<file path="src/rtl/chameleon_usart_rx_if.sv">
// CPU-side bundle of the Chameleon USART receiver: the show-ahead FIFO head
// with its pop handshake, the occupancy, and the status/error flags.
// master = receiver block, slave = consumer (cfide register side).
interface chameleon_usart_rx_if #(
  parameter int FIFO_AW = 2
);
  logic [7:0]       rx_data;
  logic             rx_valid;
  logic             rx_ack;
  logic [FIFO_AW:0] fill;
  logic             busy;
  logic             frame_err;
  logic             overflow;
  logic             err_clr;

  modport master (
    output rx_data, rx_valid, fill, busy, frame_err, overflow,
    input  rx_ack, err_clr
  );

  modport slave (
    input  rx_data, rx_valid, fill, busy, frame_err, overflow,
    output rx_ack, err_clr
  );
endinterface

</file>
<file path="src/rtl/chameleon_usart_rx.sv">
// Chameleon MCU -> FPGA synchronous serial receiver.
// Both serial pins are synchronized into clk; the deframer acts only on the
// synced rising edge of the MCU clock, deframes 8N1 characters LSB-first and
// queues good bytes in a small show-ahead FIFO. A held-low line after a bad
// stop bit is parked in BREAK so it cannot produce phantom frames.
module chameleon_usart_rx #(
  parameter int FIFO_AW = 2,
  parameter int TIMEOUT = 1023
) (
  input  logic                  clk,
  input  logic                  reset,
  input  logic                  serial_clk,
  input  logic                  serial_rxd,
  chameleon_usart_rx_if.master  bus
);

  localparam int               TW      = $clog2(TIMEOUT + 1);
  localparam int               DEPTH   = 1 << FIFO_AW;
  localparam logic [TW-1:0]    TMO_MAX = TW'(TIMEOUT);
  localparam logic [TW-1:0]    TMO_ONE = TW'(1);
  localparam logic [FIFO_AW:0] CNT_MAX = (FIFO_AW + 1)'(DEPTH);
  localparam logic [FIFO_AW:0] CNT_ONE = (FIFO_AW + 1)'(1);
  localparam logic [FIFO_AW:0] CNT_ZERO = (FIFO_AW + 1)'(0);
  localparam logic [FIFO_AW-1:0] PTR_ONE = FIFO_AW'(1);

  typedef enum logic [1:0] {
    ST_IDLE  = 2'd0,
    ST_DATA  = 2'd1,
    ST_STOP  = 2'd2,
    ST_BREAK = 2'd3
  } state_t;

  // synchronizers and edge detect
  logic sclk_meta_r, sclk_sync_r, sclk_prev_r;
  logic rxd_meta_r, rxd_sync_r;
  logic sclk_rise_s;

  // deframer
  state_t        state_r, next_s;
  logic [7:0]    shreg_r;
  logic [2:0]    bit_cnt_r;
  logic [TW-1:0] tmo_r;
  logic          timeout_s;
  logic          shift_s, cnt_clr_s, push_s, ferr_set_s;
  logic          busy_r;

  // FIFO
  logic [7:0]         mem_r [DEPTH];
  logic [FIFO_AW-1:0] wr_ptr_r, rd_ptr_r;
  logic [FIFO_AW:0]   count_r, count_next_s;
  logic               full_s, pop_s, wr_s, ovf_set_s;
  logic               rx_valid_r;

  // flags
  logic frame_err_r, overflow_r;

  // Two-stage synchronizers on both pins plus a history stage on the clock; idle line is high.
  always_ff @(posedge clk) begin
    if (reset) begin
      sclk_meta_r <= 1'b1;
      sclk_sync_r <= 1'b1;
      sclk_prev_r <= 1'b1;
      rxd_meta_r  <= 1'b1;
      rxd_sync_r  <= 1'b1;
    end else begin
      sclk_meta_r <= serial_clk;
      sclk_sync_r <= sclk_meta_r;
      sclk_prev_r <= sclk_sync_r;
      rxd_meta_r  <= serial_rxd;
      rxd_sync_r  <= rxd_meta_r;
    end
  end

  assign sclk_rise_s = sclk_sync_r & ~sclk_prev_r;
  assign timeout_s   = (state_r != ST_IDLE) && (tmo_r == TMO_MAX);

  // Deframer state register.
  always_ff @(posedge clk) begin
    if (reset) begin
      state_r <= ST_IDLE;
    end else begin
      state_r <= next_s;
    end
  end

  // Deframer next state and per-edge actions; a timeout overrides any edge in the same cycle.
  always_comb begin
    next_s     = state_r;
    shift_s    = 1'b0;
    cnt_clr_s  = 1'b0;
    push_s     = 1'b0;
    ferr_set_s = 1'b0;
    if (timeout_s) begin
      next_s     = ST_IDLE;
      ferr_set_s = 1'b1;
    end else if (sclk_rise_s) begin
      case (state_r)
        ST_IDLE: begin
          if (rxd_sync_r == 1'b0) begin
            next_s    = ST_DATA;
            cnt_clr_s = 1'b1;
          end else begin
            next_s = ST_IDLE;
          end
        end
        ST_DATA: begin
          shift_s = 1'b1;
          if (bit_cnt_r == 3'd7) begin
            next_s = ST_STOP;
          end else begin
            next_s = ST_DATA;
          end
        end
        ST_STOP: begin
          if (rxd_sync_r == 1'b1) begin
            push_s = 1'b1;
            next_s = ST_IDLE;
          end else begin
            ferr_set_s = 1'b1;
            next_s     = ST_BREAK;
          end
        end
        ST_BREAK: begin
          if (rxd_sync_r == 1'b1) begin
            next_s = ST_IDLE;
          end else begin
            next_s = ST_BREAK;
          end
        end
        default: begin
          next_s = ST_IDLE;
        end
      endcase
    end else begin
      next_s = state_r;
    end
  end

  // Shift register (LSB first), bit counter and busy indication.
  always_ff @(posedge clk) begin
    if (reset) begin
      shreg_r   <= 8'h00;
      bit_cnt_r <= 3'd0;
      busy_r    <= 1'b0;
    end else begin
      busy_r <= (next_s != ST_IDLE);
      if (cnt_clr_s) begin
        bit_cnt_r <= 3'd0;
      end else if (shift_s) begin
        shreg_r   <= {rxd_sync_r, shreg_r[7:1]};
        bit_cnt_r <= bit_cnt_r + 3'd1;
      end else begin
        bit_cnt_r <= bit_cnt_r;
      end
    end
  end

  // Inter-edge watchdog: restarts on every serial edge, saturates at TIMEOUT, idle keeps it at 0.
  always_ff @(posedge clk) begin
    if (reset) begin
      tmo_r <= '0;
    end else if ((state_r == ST_IDLE) || sclk_rise_s || timeout_s) begin
      tmo_r <= '0;
    end else if (tmo_r != TMO_MAX) begin
      tmo_r <= tmo_r + TMO_ONE;
    end else begin
      tmo_r <= tmo_r;
    end
  end

  // FIFO control: a pop frees a slot for a same-cycle push even when full.
  always_comb begin
    full_s    = (count_r == CNT_MAX);
    pop_s     = bus.rx_ack && (count_r != CNT_ZERO);
    wr_s      = push_s && (!full_s || pop_s);
    ovf_set_s = push_s && full_s && !pop_s;
    case ({wr_s, pop_s})
      2'b10:   count_next_s = count_r + CNT_ONE;
      2'b01:   count_next_s = count_r - CNT_ONE;
      default: count_next_s = count_r;
    endcase
  end

  // FIFO storage; contents are not reset and only meaningful below count.
  always_ff @(posedge clk) begin
    if (wr_s) begin
      mem_r[wr_ptr_r] <= shreg_r;
    end
  end

  // FIFO pointers, occupancy and registered valid.
  always_ff @(posedge clk) begin
    if (reset) begin
      wr_ptr_r   <= '0;
      rd_ptr_r   <= '0;
      count_r    <= '0;
      rx_valid_r <= 1'b0;
    end else begin
      count_r    <= count_next_s;
      rx_valid_r <= (count_next_s != CNT_ZERO);
      if (wr_s) begin
        wr_ptr_r <= wr_ptr_r + PTR_ONE;
      end
      if (pop_s) begin
        rd_ptr_r <= rd_ptr_r + PTR_ONE;
      end
    end
  end

  // Sticky error flags; a set event beats a simultaneous clear.
  always_ff @(posedge clk) begin
    if (reset) begin
      frame_err_r <= 1'b0;
      overflow_r  <= 1'b0;
    end else begin
      if (ferr_set_s) begin
        frame_err_r <= 1'b1;
      end else if (bus.err_clr) begin
        frame_err_r <= 1'b0;
      end
      if (ovf_set_s) begin
        overflow_r <= 1'b1;
      end else if (bus.err_clr) begin
        overflow_r <= 1'b0;
      end
    end
  end

  assign bus.rx_data   = mem_r[rd_ptr_r];
  assign bus.rx_valid  = rx_valid_r;
  assign bus.fill      = count_r;
  assign bus.busy      = busy_r;
  assign bus.frame_err = frame_err_r;
  assign bus.overflow  = overflow_r;

endmodule

</file>
<file path="src/flat_wrapper.sv">
// flat-port wrapper written by rule: the top's interface ports become plain ports
module chameleon_usart_rx_flat 
#(
  parameter int FIFO_AW = 2,
  parameter int TIMEOUT = 1023
)
  (clk, reset, serial_clk, serial_rxd, bus_rx_data, bus_rx_valid, bus_fill, bus_busy, bus_frame_err, bus_overflow, bus_rx_ack, bus_err_clr);
  chameleon_usart_rx_if #(.FIFO_AW(FIFO_AW)) bus_i ();
  input  logic clk;
  input  logic reset;
  input  logic serial_clk;
  input  logic serial_rxd;
  output wire logic [$bits(bus_i.rx_data)-1:0] bus_rx_data;
  output wire logic [$bits(bus_i.rx_valid)-1:0] bus_rx_valid;
  output wire logic [$bits(bus_i.fill)-1:0] bus_fill;
  output wire logic [$bits(bus_i.busy)-1:0] bus_busy;
  output wire logic [$bits(bus_i.frame_err)-1:0] bus_frame_err;
  output wire logic [$bits(bus_i.overflow)-1:0] bus_overflow;
  input wire logic [$bits(bus_i.rx_ack)-1:0] bus_rx_ack;
  input wire logic [$bits(bus_i.err_clr)-1:0] bus_err_clr;
  assign bus_rx_data = bus_i.rx_data;
  assign bus_rx_valid = bus_i.rx_valid;
  assign bus_fill = bus_i.fill;
  assign bus_busy = bus_i.busy;
  assign bus_frame_err = bus_i.frame_err;
  assign bus_overflow = bus_i.overflow;
  assign bus_i.rx_ack = bus_rx_ack;
  assign bus_i.err_clr = bus_err_clr;
  chameleon_usart_rx #(.FIFO_AW(FIFO_AW), .TIMEOUT(TIMEOUT)) u_core (.clk(clk), .reset(reset), .serial_clk(serial_clk), .serial_rxd(serial_rxd), .bus(bus_i));
endmodule
</file>
<file path="config.mk">
export PLATFORM = sky130hd
export DESIGN_NAME = chameleon_usart_rx_flat
export DESIGN_NICKNAME = d
export VERILOG_FILES = /design/src/rtl/chameleon_usart_rx_if.sv /design/src/rtl/chameleon_usart_rx.sv /design/src/flat_wrapper.sv
export SDC_FILE = /design/constraint.sdc
export NUM_CORES = 1
export LEC_CHECK = 0
export ABC_AREA = 1
export CAP_MARGIN = 5
export CORE_UTILIZATION = 51
export DETAILED_ROUTE_END_ITERATION = 10
export GPL_TIMING_DRIVEN = 0
export PLACE_DENSITY_LB_ADDON = 0.1
export RECOVER_POWER = 50
export SLEW_MARGIN = 20
export SYNTH_ARGS = -nofsm -noshare
export SYNTH_HDL_FRONTEND = slang
export SYNTH_SLANG_ARGS = --single-unit
</file>
<file path="constraint.sdc">
create_clock -name clk -period 4.86 [get_ports clk]
set_input_delay 1.215 -clock clk [delete_from_list [all_inputs] [get_ports clk]]
set_output_delay 1.215 -clock clk [all_outputs]
set_load 0.03 [all_outputs]
</file>
==> key figures <==
CTS
  • Root Driver: clkbuf_8
  • CTS tree: built
  • Worst-path clk slew: 0.07 ns
  • H-Tree Depth: 3
  • Post-CTS Hold Fix Bufs: 0
  • Longest Clk Path Bufs: 2
  • Sink Count: 73
  • Clk_lat worst skew: 0.33 ns
  • Post-CTS Setup Bufs: 0
  • Post-CTS Resized: 0
  • Inserted Clock Buffers: 9

Worst setup path
  • Worst Setup End Kind: primary output
  • Critical setup path kind: flip-flop to primary output
  • CP max stage cell: clkdlybuf4s50_1
  • Req. time, crit path: 3.64 ns
  • CP Max Fanout: 10
  • Arrival @ worst endpoint: 2.38 ns
  • Worst path max stage delay: 0.71 ns
  • Type of origin of the critical path: flip-flop
  • Worst-path cell chain: inv_1, clkbuf_1, nor2_1, o22ai_1, clkdlybuf4s50_1

Floorplanning
  • Row cnt: 27
  • Die area: 0.00621 sq mm
  • Effective utilization at floorplan: 0.536
  • I/O Pins: 21
  • Die Width: 78.8 um
  • Chip height: 78.8 um
  • Core footprint: 0.00561 sq mm

Yosys
  • Synth warnings: 0
  • Seq/Total Area, Yosys: 0.592
  • Synth cell types: 34
  • Post-Synthesis Cells: 311
  • Mean cell area of the mapped netlist: 9.67 sq um
  • Yosys reg bits: 73
  • Mapped Area: 0.00301 sq mm
  • Mapped Nets: 325

Drt
  • Final WL: 5270 um
  • DRT Pass-1 Iters: 5
  • Initial drt markers: 71
  • Vias: 2097
  • Via-to-Cell Ratio: 5.02
  • # DRC: 0
  • Remaining antenna violation count: 0
  • DR WL/cell: 12.6 um

Layout
  • Layout cells sized above 1: 0.101
  • Post-Route Utilization: 0.620
  • Final Non-Filler Cells: 418
  • Diode count: 0
  • Layout Area Growth over Synthesis: 15.6%
  • Nets: 355

Job
  • Total of max-cap violations: 0

Timing
  • Fin Hold WS: 0.413 ns
  • Total negative slack: 0 ns
  • Rel. slew slack: 0.473
  • RSZ-0062 raised after global routing: no
  • Final count of hold timing violations: 0
  • Final min period: 3.60 ns
  • Worst-margin pin slew: 0.788 ns
  • Peak Freq: 0.278 GHz
  • Clock skew: 0.00702 ns
  • Final worst-path cycle share: 0.740
  • Slew Viols, Final: 0
  • # setup viols final: 0

Status
  • Status: finished clean

Placed design
  • Post-DP HPWL: 3560 um
  • Final GP Congestion: 0.791
  • Port Buf Inserts: 19
  • Placed cell count: 402

Global routing
  • Initial antenna violation count: 0
  • First-pass GRT wire length: 8920 um
  • Total track usage: 0.192
  • Largest net degree at the start of global routing: 14
  • Vias in the first global route: 1971
  • GRT overflow: 0

Power and ir drop
  • Maximum VDD drop: 0.000252 V
  • Static leakage: 1.34 nW
  • Power, Total: 1.55 mW
  • Power per standard cell area: 445 mW/mm^2

Hold path
  • HP Class: flip-flop to flip-flop
## through the flow
stage,cell area [sq um],setup slack [ns]
2_1_floorplan,3010,2.32
3_3_place_gp,3290,1.68
3_5_place_dp,3290,1.63
4_1_cts,3510,1.26
5_1_grt,3480,1.11
6_report,3480,1.26
## critical path, delay by kind of cell (launching register included)
family | cells | cell delay, ns
AOI/OAI and AO/OA | 1 | 0.21
DFF | 1 | 0.40
and+or+nand+nor | 1 | 0.09
buffers and inverters | 3 | 1.34
## where the power goes
group / internal (mW) / total [mW] / switching, mW
registers: 0.660 / 0.690 / 0.0297
clock network: 0.288 / 0.507 / 0.218
logic: 0.133 / 0.352 / 0.219
total: 1.08 / 1.55 / 0.467
## cells in the mapped netlist
master,number,area [sq um]
a21oi_1,19,95.1
a31oi_1,2,12.5
and3_1,1,6.26
buf_2,2,10.0
buf_4,1,7.51
buf_6,1,11.3
clkbuf_1,3,11.3
clkinv_1,1,3.75
dfxtp_1,41,821
edfxtp_1,32,961
fa_1,1,20.0
ha_1,7,87.6
inv_1,31,116
inv_2,1,3.75
nand2_1,40,150
nand2_2,4,25.0
nand2_4,1,11.3
nand3_1,11,55.1
nand3_2,3,30.0
nand3_4,1,17.5
nand3b_1,1,7.51
nand4_1,4,25.0
nor2_1,45,169
nor2_4,3,33.8
nor3_1,2,10.0
nor3_2,1,10.0
nor4_1,2,12.5
o21ai_0,30,150
o21bai_1,2,15.0
o22ai_1,8,50.1
o31ai_1,1,7.51
or2_2,7,43.8
xnor2_1,1,8.76
xor2_1,1,8.76
## metal layers
metal / share of wire / GRT usage / routed length, um / vias up
li1: - / - / - / 1108
met1: 0.48 / 0.235 / 2510 / 957
met2: 0.49 / 0.323 / 2600 / 30
met3: 0.025 / 0.0517 / 132 / 2
met4: 0.0059 / 0.0685 / 31 / 0
met5: 0 / 0 / 0 / -
## flip-flops by register name, indices dropped and copies added, names as in the netlist, named ones only
| register | count |
|---|---|
| u_core.bus.rx_valid | 1 |
| u_core.bus.frame_err | 1 |
| u_core.rxd_meta_r | 1 |
| u_core.shreg_r | 8 |
| u_core.bus.busy | 1 |
| u_core.tmo_r | 10 |
| u_core.bit_cnt_r | 3 |
| u_core.sclk_meta_r | 1 |
| u_core.sclk_prev_r | 1 |
| u_core.rxd_sync_r | 1 |
| u_core.sclk_sync_r | 1 |
| u_core.rd_ptr_r | 2 |
| u_core.wr_ptr_r | 2 |
| u_core.bus.fill | 3 |
| u_core.bus.overflow | 1 |
| u_core.state_r | 2 |
| u_core.mem_r | 32 |
## final timing paths
path,slack [ns],start,endpoint,cells past startpoint
max,1.26,flip-flop,bus_rx_data[4],5
min,0.41,u_core.sclk_meta_r$_SDFF_PP1_,u_core.sclk_sync_r$_SDFF_PP1_,1
min reg2reg,0.41,u_core.sclk_meta_r$_SDFF_PP1_,u_core.sclk_sync_r$_SDFF_PP1_,1
max reg2reg,2.61,u_core.tmo_r[0]$_SDFFE_PP0P_,u_core.bus.rx_valid$_SDFF_PP0_,14
## placed cells by master (no fill, tap or decap), types with 2 or more instances in the layout
cell	Yosys	final
edfxtp_1	32	32
clkinv_4	0	2
inv_1	31	32
clkbuf_1	3	4
nor2_1	45	45
nor4_1	2	2
o22ai_1	8	8
nand3_1	11	13
a31oi_1	2	2
a21oi_1	19	19
ha_1	7	7
nor2_4	3	3
nand3_2	3	2
o21bai_1	2	2
o21ai_0	30	30
dfxtp_1	41	41
nor3_1	2	2
bufinv_16	0	2
nand2_1	40	42
nand4_1	4	4
or2_2	7	7
nand2_2	4	3
clkdlybuf4s50_1	0	16
clkbuf_8	0	9
dlygate4sd3_1	0	3
## area by class of cell
cell class,count,area (sq um)
Timing Repair Buffer,19,190
Buffer,7,38.8
Inverter,33,124
Fill cell,483,2130
Clock inverter,7,95.1
Sequential cell,73,1780
Tap cell,72,90.1
Multi-Input combinational cell,198,1030
Clock buffer,9,124
## logic make-up after synthesis
kind of cell / count (synthesis) / synth area share
XOR/XNOR: 2 / 0.00582
AO/OA/AOI/OAI: 62 / 0.110
adder cells (fa/ha/maj): 8 / 0.0358
flip-flops: 73 / 0.592
AND/OR/NAND/NOR: 126 / 0.202
buffers and inverters: 40 / 0.0545
Note: power is estimated with default switching activity, not from simulation.
